## config.mk

```make
export PLATFORM = sky130hd
export DESIGN_NAME = ls86_xor_arbiter
export DESIGN_NICKNAME = d
export VERILOG_FILES = /design/src/rtl/ls86_pkg.sv /design/src/rtl/ls86_quad_xor.sv /design/src/rtl/ls86_xor_arbiter.sv
export SDC_FILE = /design/constraint.sdc
export NUM_CORES = 1
export LEC_CHECK = 0
export ABC_CLOCK_PERIOD_IN_PS = 1800
export BUFFER_PORTS_ARGS = -buffer_cell sky130_fd_sc_hd__buf_2
export CORE_MARGIN = 4
export CORE_UTILIZATION = 35
export CTS_CLUSTER_SIZE = 10
export DETAILED_ROUTE_END_ITERATION = 10
export PLACE_DENSITY = 0.66
export SYNTH_ARGS = -nofsm -noshare
export SYNTH_HDL_FRONTEND = slang
export SYNTH_SLANG_ARGS = --single-unit
```

## constraint.sdc

```tcl
create_clock -name clk -period 1.8 [get_ports clk]
set_input_delay 0.36 -clock clk [delete_from_list [all_inputs] [get_ports clk]]
set_output_delay 0.36 -clock clk [all_outputs]
set_load 0.02 [all_outputs]
```

## src/rtl/ls86_pkg.sv

```systemverilog
// Shared types and helpers for the quad-XOR arbiter: FSM states, lane count
// and the rotating-priority pick used to choose the next gate owner.
package ls86_pkg;

    localparam int LANES     = 4;
    localparam int MAX_REQ   = 16;
    localparam int MAX_GID_W = 4;

    typedef enum logic [1:0] {
        IDLE,
        EXEC,
        RESP
    } state_t;

    typedef struct packed {
        logic                 found;
        logic [MAX_GID_W-1:0] idx;
    } rr_pick_t;

    // Scanned from the far end so the candidate closest to ptr is the one kept.
    function automatic rr_pick_t rr_pick(input logic [MAX_REQ-1:0]   req,
                                         input logic [MAX_GID_W-1:0] ptr,
                                         input int                   n);
        rr_pick_t res;
        int       cand;
        res = '0;
        for (int k = MAX_REQ - 1; k >= 0; k--) begin
            if (k < n) begin
                cand = (int'(ptr) + k) % n;
                if (req[cand]) begin
                    res.found = 1'b1;
                    res.idx   = MAX_GID_W'(cand);
                end
            end
        end
        return res;
    endfunction

endpackage

```

## src/rtl/ls86_quad_xor.sv

```systemverilog
// Four independent 2-input XOR lanes; lane k+1 maps to bit k.
module ls86_quad_xor
    import ls86_pkg::*;
(
    input  logic [LANES-1:0] a,
    input  logic [LANES-1:0] b,
    output logic [LANES-1:0] y
);

    for (genvar gi = 0; gi < LANES; gi++) begin : g_lane
        assign y[gi] = a[gi] ^ b[gi];
    end

endmodule

```

## src/rtl/ls86_xor_arbiter.sv

```systemverilog
// Round-robin arbiter sharing one quad-XOR gate among N_REQ requesters,
// sequencing each operation through capture, execute and response phases.
module ls86_xor_arbiter
    import ls86_pkg::*;
#(
    parameter int N_REQ = 4,
    parameter int GID_W = (N_REQ > 1) ? $clog2(N_REQ) : 1
) (
    input  logic                   clk,
    input  logic                   rst,
    input  logic [N_REQ-1:0]       req_valid,
    output logic [N_REQ-1:0]       req_ready,
    input  logic [LANES*N_REQ-1:0] req_a,
    input  logic [LANES*N_REQ-1:0] req_b,
    output logic [N_REQ-1:0]       rsp_valid,
    input  logic [N_REQ-1:0]       rsp_ready,
    output logic [LANES-1:0]       rsp_y,
    output logic [GID_W-1:0]       grant_id,
    output logic                   busy
);

    state_t             state_reg;
    logic [GID_W-1:0]   ptr_reg;
    logic [GID_W-1:0]   grant_id_reg;
    logic [LANES-1:0]   a_reg;
    logic [LANES-1:0]   b_reg;
    logic [LANES-1:0]   rsp_y_reg;
    logic [LANES-1:0]   xor_y;

    logic [MAX_REQ-1:0] req_vec;
    rr_pick_t           pick;
    logic [LANES-1:0]   a_sel;
    logic [LANES-1:0]   b_sel;
    logic [GID_W-1:0]   gid_sel;
    logic               rsp_ready_sel;

    always_comb begin
        req_vec              = '0;
        req_vec[N_REQ-1:0]   = req_valid;
        pick                 = rr_pick(req_vec, MAX_GID_W'(ptr_reg), N_REQ);
    end

    // Operand/index mux driven by the winner and the response owner.
    always_comb begin
        a_sel         = '0;
        b_sel         = '0;
        gid_sel       = '0;
        rsp_ready_sel = 1'b0;
        for (int i = 0; i < N_REQ; i++) begin
            if (pick.idx == MAX_GID_W'(i)) begin
                a_sel   = req_a[LANES*i +: LANES];
                b_sel   = req_b[LANES*i +: LANES];
                gid_sel = GID_W'(i);
            end
            if (grant_id_reg == GID_W'(i)) begin
                rsp_ready_sel = rsp_ready[i];
            end
        end
    end

    ls86_quad_xor u_quad_xor (
        .a (a_reg),
        .b (b_reg),
        .y (xor_y)
    );

    always_ff @(posedge clk or posedge rst) begin
        if (rst) begin
            state_reg    <= IDLE;
            ptr_reg      <= '0;
            grant_id_reg <= '0;
            a_reg        <= '0;
            b_reg        <= '0;
            rsp_y_reg    <= '0;
        end else begin
            case (state_reg)
                IDLE: begin
                    if (pick.found) begin
                        a_reg        <= a_sel;
                        b_reg        <= b_sel;
                        grant_id_reg <= gid_sel;
                        state_reg    <= EXEC;
                    end
                end
                EXEC: begin
                    rsp_y_reg <= xor_y;
                    state_reg <= RESP;
                end
                RESP: begin
                    if (rsp_ready_sel) begin
                        if (grant_id_reg == GID_W'(N_REQ - 1)) begin
                            ptr_reg <= '0;
                        end else begin
                            ptr_reg <= grant_id_reg + 1'b1;
                        end
                        state_reg <= IDLE;
                    end
                end
                default: state_reg <= IDLE;
            endcase
        end
    end

    // Ready is gated by reset so nothing looks accepted while the block is held.
    for (genvar gi = 0; gi < N_REQ; gi++) begin : g_hs
        assign req_ready[gi] = !rst && (state_reg == IDLE) && pick.found
                               && (pick.idx == MAX_GID_W'(gi));
        assign rsp_valid[gi] = (state_reg == RESP) && (grant_id_reg == GID_W'(gi));
    end

    assign rsp_y    = rsp_y_reg;
    assign grant_id = grant_id_reg;
    assign busy     = (state_reg != IDLE);

endmodule
```

**Yosys cells after proc, flatten, opt, wreduce, memory -nomap -nowiden**

Index checks and enable logic that the tools add are counted.

- Flip-flop bits (word level): 18
- Input port bits: 42
- Word-level logic and storage cells: 86
- Output and inout bits: 15

- Reduce and logical (&&, ||, !) cells: 21
- Multiplexer cells: 34
- Equality and inequality tests: 10
- Bitwise gates (word level): 7
- Add/subtract/negate cells: 4
- Magnitude comparators: 4

Operators by type and width:

| operator | number |
|---|---|
| 4-bit two-way mux | 8 |
| 5-bit two-way mux | 4 |
| 3-bit by 6-bit < comparator with 1-bit output (second input constant) | 3 |
| 1-bit two-way mux | 12 |
| 1-bit logical AND | 10 |
| 2-bit two-way mux | 5 |
| 1-bit binary-select mux with 3-bit select | 3 |
| 4-bit by 2-bit equality test with 1-bit output (second input constant) | 2 |
| 2-bit equality test (second input constant) | 3 |
| 2-bit one-hot mux with 3 select lines | 1 |
| 2-bit AND reduction | 3 |
| 2-bit OR reduction | 3 |
| 2-bit by 5-bit < comparator with 1-bit output (second input constant) | 1 |
| 2-bit by 1-bit adder with 2-bit output (second input constant) | 2 |
| 2-bit adder (second input constant) | 2 |
| 2-bit by 1-bit equality test with 1-bit output (second input constant) | 2 |
| 4-bit by 1-bit equality test with 1-bit output (second input constant) | 1 |
| 2-bit zero test | 2 |
| 4-bit zero test | 1 |
| 2-bit != test (second input constant) | 2 |
| 1-bit bitwise XOR | 4 |
| 1-bit AND (first input constant) | 3 |
| 1-bit binary-select mux with 2-bit select | 1 |
| 2-bit nonzero test | 1 |
| 1-bit zero test | 1 |

**Longest topological paths before layout**

- Depth after elaboration: 15
- Gate-level depth with buffers: 6
- Depth with buffers taken out: 6

**By module**

A second synthesis with hierarchy kept.

- Cell total of the unflattened synthesis: 123
- Area, all modules: 1242.4 µm²

By module, submodules not included:

| module | times used | cells each | area each (µm²) |
|---|---|---|---|
| ls86_xor_arbiter | 1 | 119 | 1207.4 |
| ls86_quad_xor | 1 | 4 | 35.0 |

**Worst setup path after synthesis**

Ideal clock, no wire load.

- Path kind: reg-to-output
- Start point: register state_reg[0]
- End point: output port req_ready[2]
- Stages on the path, launching flop included: 6
- Slack: -0.360 ns
- Arrival time: 1.800 ns
- Path through: dfrtp_1 -> or2_1 -> or2_1 -> or3_4 -> buf_6 -> nor2_1

- Word-level cells in the longest chain between the ends: 4

Ends and longest elaborated chain:

| item | line | RTL |
|---|---|---|
| start: declaration | ls86_xor_arbiter.sv:22 | `state_t state_reg;` |
| start signal: assignment | ls86_xor_arbiter.sv:69 | `state_reg <= IDLE;` |
| start signal: assignment | ls86_xor_arbiter.sv:82 | `state_reg <= EXEC;` |
| start signal: assignment | ls86_xor_arbiter.sv:87 | `state_reg <= RESP;` |
| 2-bit zero test | ls86_xor_arbiter.sv:106 | `assign req_ready[gi] = !rst && (state_reg == IDLE) && pick.found` |
| 1-bit logical AND (2 in series) | ls86_xor_arbiter.sv:106 |  |
| 1-bit logical AND | ls86_xor_arbiter.sv:107 | `&& (pick.idx == MAX_GID_W'(gi));` |
| end: declaration | ls86_xor_arbiter.sv:12 | `output logic [N_REQ-1:0] req_ready,` |

No other way between the ends.

**Final worst setup path**

- Start point: register state_reg[1]
- End point: output port req_ready[3]

Same word-level chain as after synthesis.

==> results.sh <==
export IMPL_violations="negative setup slack"
export IMPL_synthCells=115
export IMPL_syn_area_per_cell_sq_um=10.31
export IMPL_die_w_microns=66.22
export IMPL_synth_compound_area_frac=0.1762
export IMPL_synth_top_family_by_area="compound AO/OA/AOI/OAI gates"
export IMPL_synth_sequential_area_ratio=0.3797
export IMPL_synth_fp_nets=161
export IMPL_fin_crit_sh=1.206
export IMPL_synth_ff_type="dfrtp_1"
export IMPL_via_per_inst=4.913
export IMPL_dieArea_sq_um=4384
export IMPL_clock_latency_ns=0.28
export IMPL_hold_path_class="input port to async pin"
export IMPL_fin_crit_ns=2.171
export IMPL_worstMarginPinSlew_ns=0.4128
export IMPL_final_area_sq_um=1787
export IMPL_total_power_mw=2.786
export IMPL_dpl_instance_area_sq_um=1632
export IMPL_synth_xor_area_frac=0.02954
export IMPL_p_int_mw=1.604
export IMPL_postCtsHoldBufs=0
export IMPL_htreeDepth=1
export IMPL_fin_tns_setup_ns=-1.275
export IMPL_cts_buffers_inserted=3
export IMPL_setup_viol=4
export IMPL_layout_common_cells="51 x buf_2, 17 x dfrtp_1, 15 x mux2i_1"
export IMPL_globalRouteOverflowTotal=0
export IMPL_outcome="finished, violations left"
export IMPL_synth_warnings=0
export IMPL_r2r_start="state_reg[1]"
export IMPL_regArea_sq_um=451.7
export IMPL_worst_setup_path_type="register to output port"
export IMPL_drtPass1Iterations=4
export IMPL_cts_buffer_depth=2
export IMPL_seq_power_share=0.273
export IMPL_end_kind="output port"
export IMPL_grt_pass1_wl_mm=4.864
export IMPL_instances_no_fill=229
export IMPL_final_hold_viol_count=0
export IMPL_synthAdderAreaFrac=0.04219
export IMPL_critPathMaxFanout=3
export IMPL_crit_path_start_kind="register"
export IMPL_final_util=0.5667
export IMPL_yosysUniqueCellTypes=31
export IMPL_final_common_cell="buf_2"
export IMPL_clkTransAtPathRegs_ns=0.10
export IMPL_ant_nets=0
export IMPL_place_hpwl_mm=2.379
export IMPL_grt_pass1_vias=1108
export IMPL_synth_edf_count=0
export IMPL_fp_dieH_microns=66.22
export IMPL_synth_seq_cells=18
export IMPL_drt_total_wl_mm=3.059
export IMPL_io_pins=57
export IMPL_drt_iter0_drc=14
export IMPL_rsz0062_at_grt="true"
export IMPL_final_setup_skew_ns=0.001789
export IMPL_n_fill_cell=301
export IMPL_start_util=0.3762
export IMPL_synth_area_sq_um=1186
export IMPL_required_ns=1.44
export IMPL_peakVddDrop_mv=0.6863
export IMPL_dpl_cell_count=221
export IMPL_ys_async_sr_fraction=1.000
export IMPL_clkSinkCount=18
export IMPL_cap_violations=0
export IMPL_worstRegToRegCells=5
export IMPL_diodes=0
export IMPL_drive_gt1_frac=0.5568
export IMPL_p_leak_nw=0.8893
export IMPL_p_per_area_nw_per_um2=1559
export IMPL_regToRegEndpoint="b_reg[1]"
export IMPL_drc_errors=0
export IMPL_setup_ws_ns=-0.3714
export IMPL_p_sw_mw=1.182
export IMPL_io_buffers=56
export IMPL_gp_congestion=0.7386
export IMPL_num_rows=20
export IMPL_antenna_found_initial=0
export IMPL_max_clock_freq_mhz=460.5
export IMPL_clkPwrFrac=0.087
export IMPL_wl_per_cell_microns=13.36
export IMPL_num_vias=1125
export IMPL_max_slew_margin=0.7248
export IMPL_combPwrFrac=0.641
export IMPL_arrival_ns=1.81
export IMPL_synth_simple_area_share=0.1624
export IMPL_cts_tree="done"
export IMPL_core_area_sq_um=3153
export IMPL_finalNetCount=232
export IMPL_synth_mux_area_frac=0.1624
export IMPL_root_buffer="clkbuf_4"
export IMPL_finalMaxSlewViolations=0
export IMPL_syn_to_final_growth_pct=50.63
export IMPL_multi_input_area_sq_um=782.0
export IMPL_r2r_slack_ns=0.05
export IMPL_grt_total_usage=0.1415
export IMPL_p_sw_frac=0.4242
export IMPL_pre_cts_ws_ns=-0.1802
export IMPL_hold_ws_ns=0.2104
export IMPL_grt_max_degree=19
power groups by stage:
stage | Clock (mW) | Sequential (mW) | Combinational, mW
after detailed placement | 0 | 0.767 | 1.57
final | 0.241 | 0.760 | 1.78
after CTS | 0.248 | 0.762 | 1.66
after global routing | 0.259 | 0.793 | 1.96
after global placement | 0 | 0.757 | 1.53
after floorplan | 0 | 0.823 | 1.04
routing by layer:
metal	track usage	vias up	part of all wire
met2	0.2454	37	0.53
li1	-	558	-
met5	0	-	0
met1	0.1722	524	0.40
met3	0.02551	6	0.049
met4	0.05330	0	0.021
cell usage after synthesis, types with 2 or more instances:
master    instances  area (sq um)
ha_1              4         50.05
o221ai_2          7         105.1
o221ai_1          2         17.52
or2_1             2         12.51
nand2b_1          2         12.51
nand2_1          15         56.30
nor2_1            3         11.26
inv_1             6         22.52
nor2b_1           2         12.51
clkbuf_1          2         7.510
buf_4             2         15.01
and2_1            5         31.28
dfrtp_1          18         450.4
mux2i_1          17         170.2
a21oi_1           2         10.01
mux2_2            2         22.52
xnor2_1           4         35.03
o21ai_0           7         35.03
final cells by class:
cell class / count / area share
Clock buffer: 4 / 0.02031
Inverter: 6 / 0.01401
Multi-Input combinational cell: 86 / 0.4377
Sequential cell: 18 / 0.2528
Tap cell: 44 / 0.03081
Timing Repair Buffer: 71 / 0.2444
critical path: stages, from the launching register on:
cell	delay (ns)
dfrtp_1	0.40
or2_4	0.26
or2_4	0.24
or3_4	0.37
nor3_4	0.13
buf_6	0.14
worst max path at each step:
stage,endpoint,depth (start not counted),startpoint
after detailed placement,req_ready[1],7,state_reg[1]
after CTS,req_ready[3],5,state_reg[1]
after global placement,req_ready[3],5,state_reg[1]
final,req_ready[3],5,state_reg[1]
after global routing,req_ready[3],5,state_reg[1]
after floorplan,req_ready[3],5,state_reg[1]
what timing repair did:
action / in CTS / in global routing
setup buffers: 1 / 3
endpoints found under the setup margin: 13 / 19
pin swaps: 4 / 2
resized for setup: 14 / 12
cell families (layout without fill, tap and decap cells):
kind of cell,Yosys count,count (layout)
flops,18,18
compound gates,23,23
mux,19,19
buf+inv,11,81
xor+xnor,4,4
simple gates,36,36
fa+ha+maj,4,4
Power figures use the tool's default switching activity.
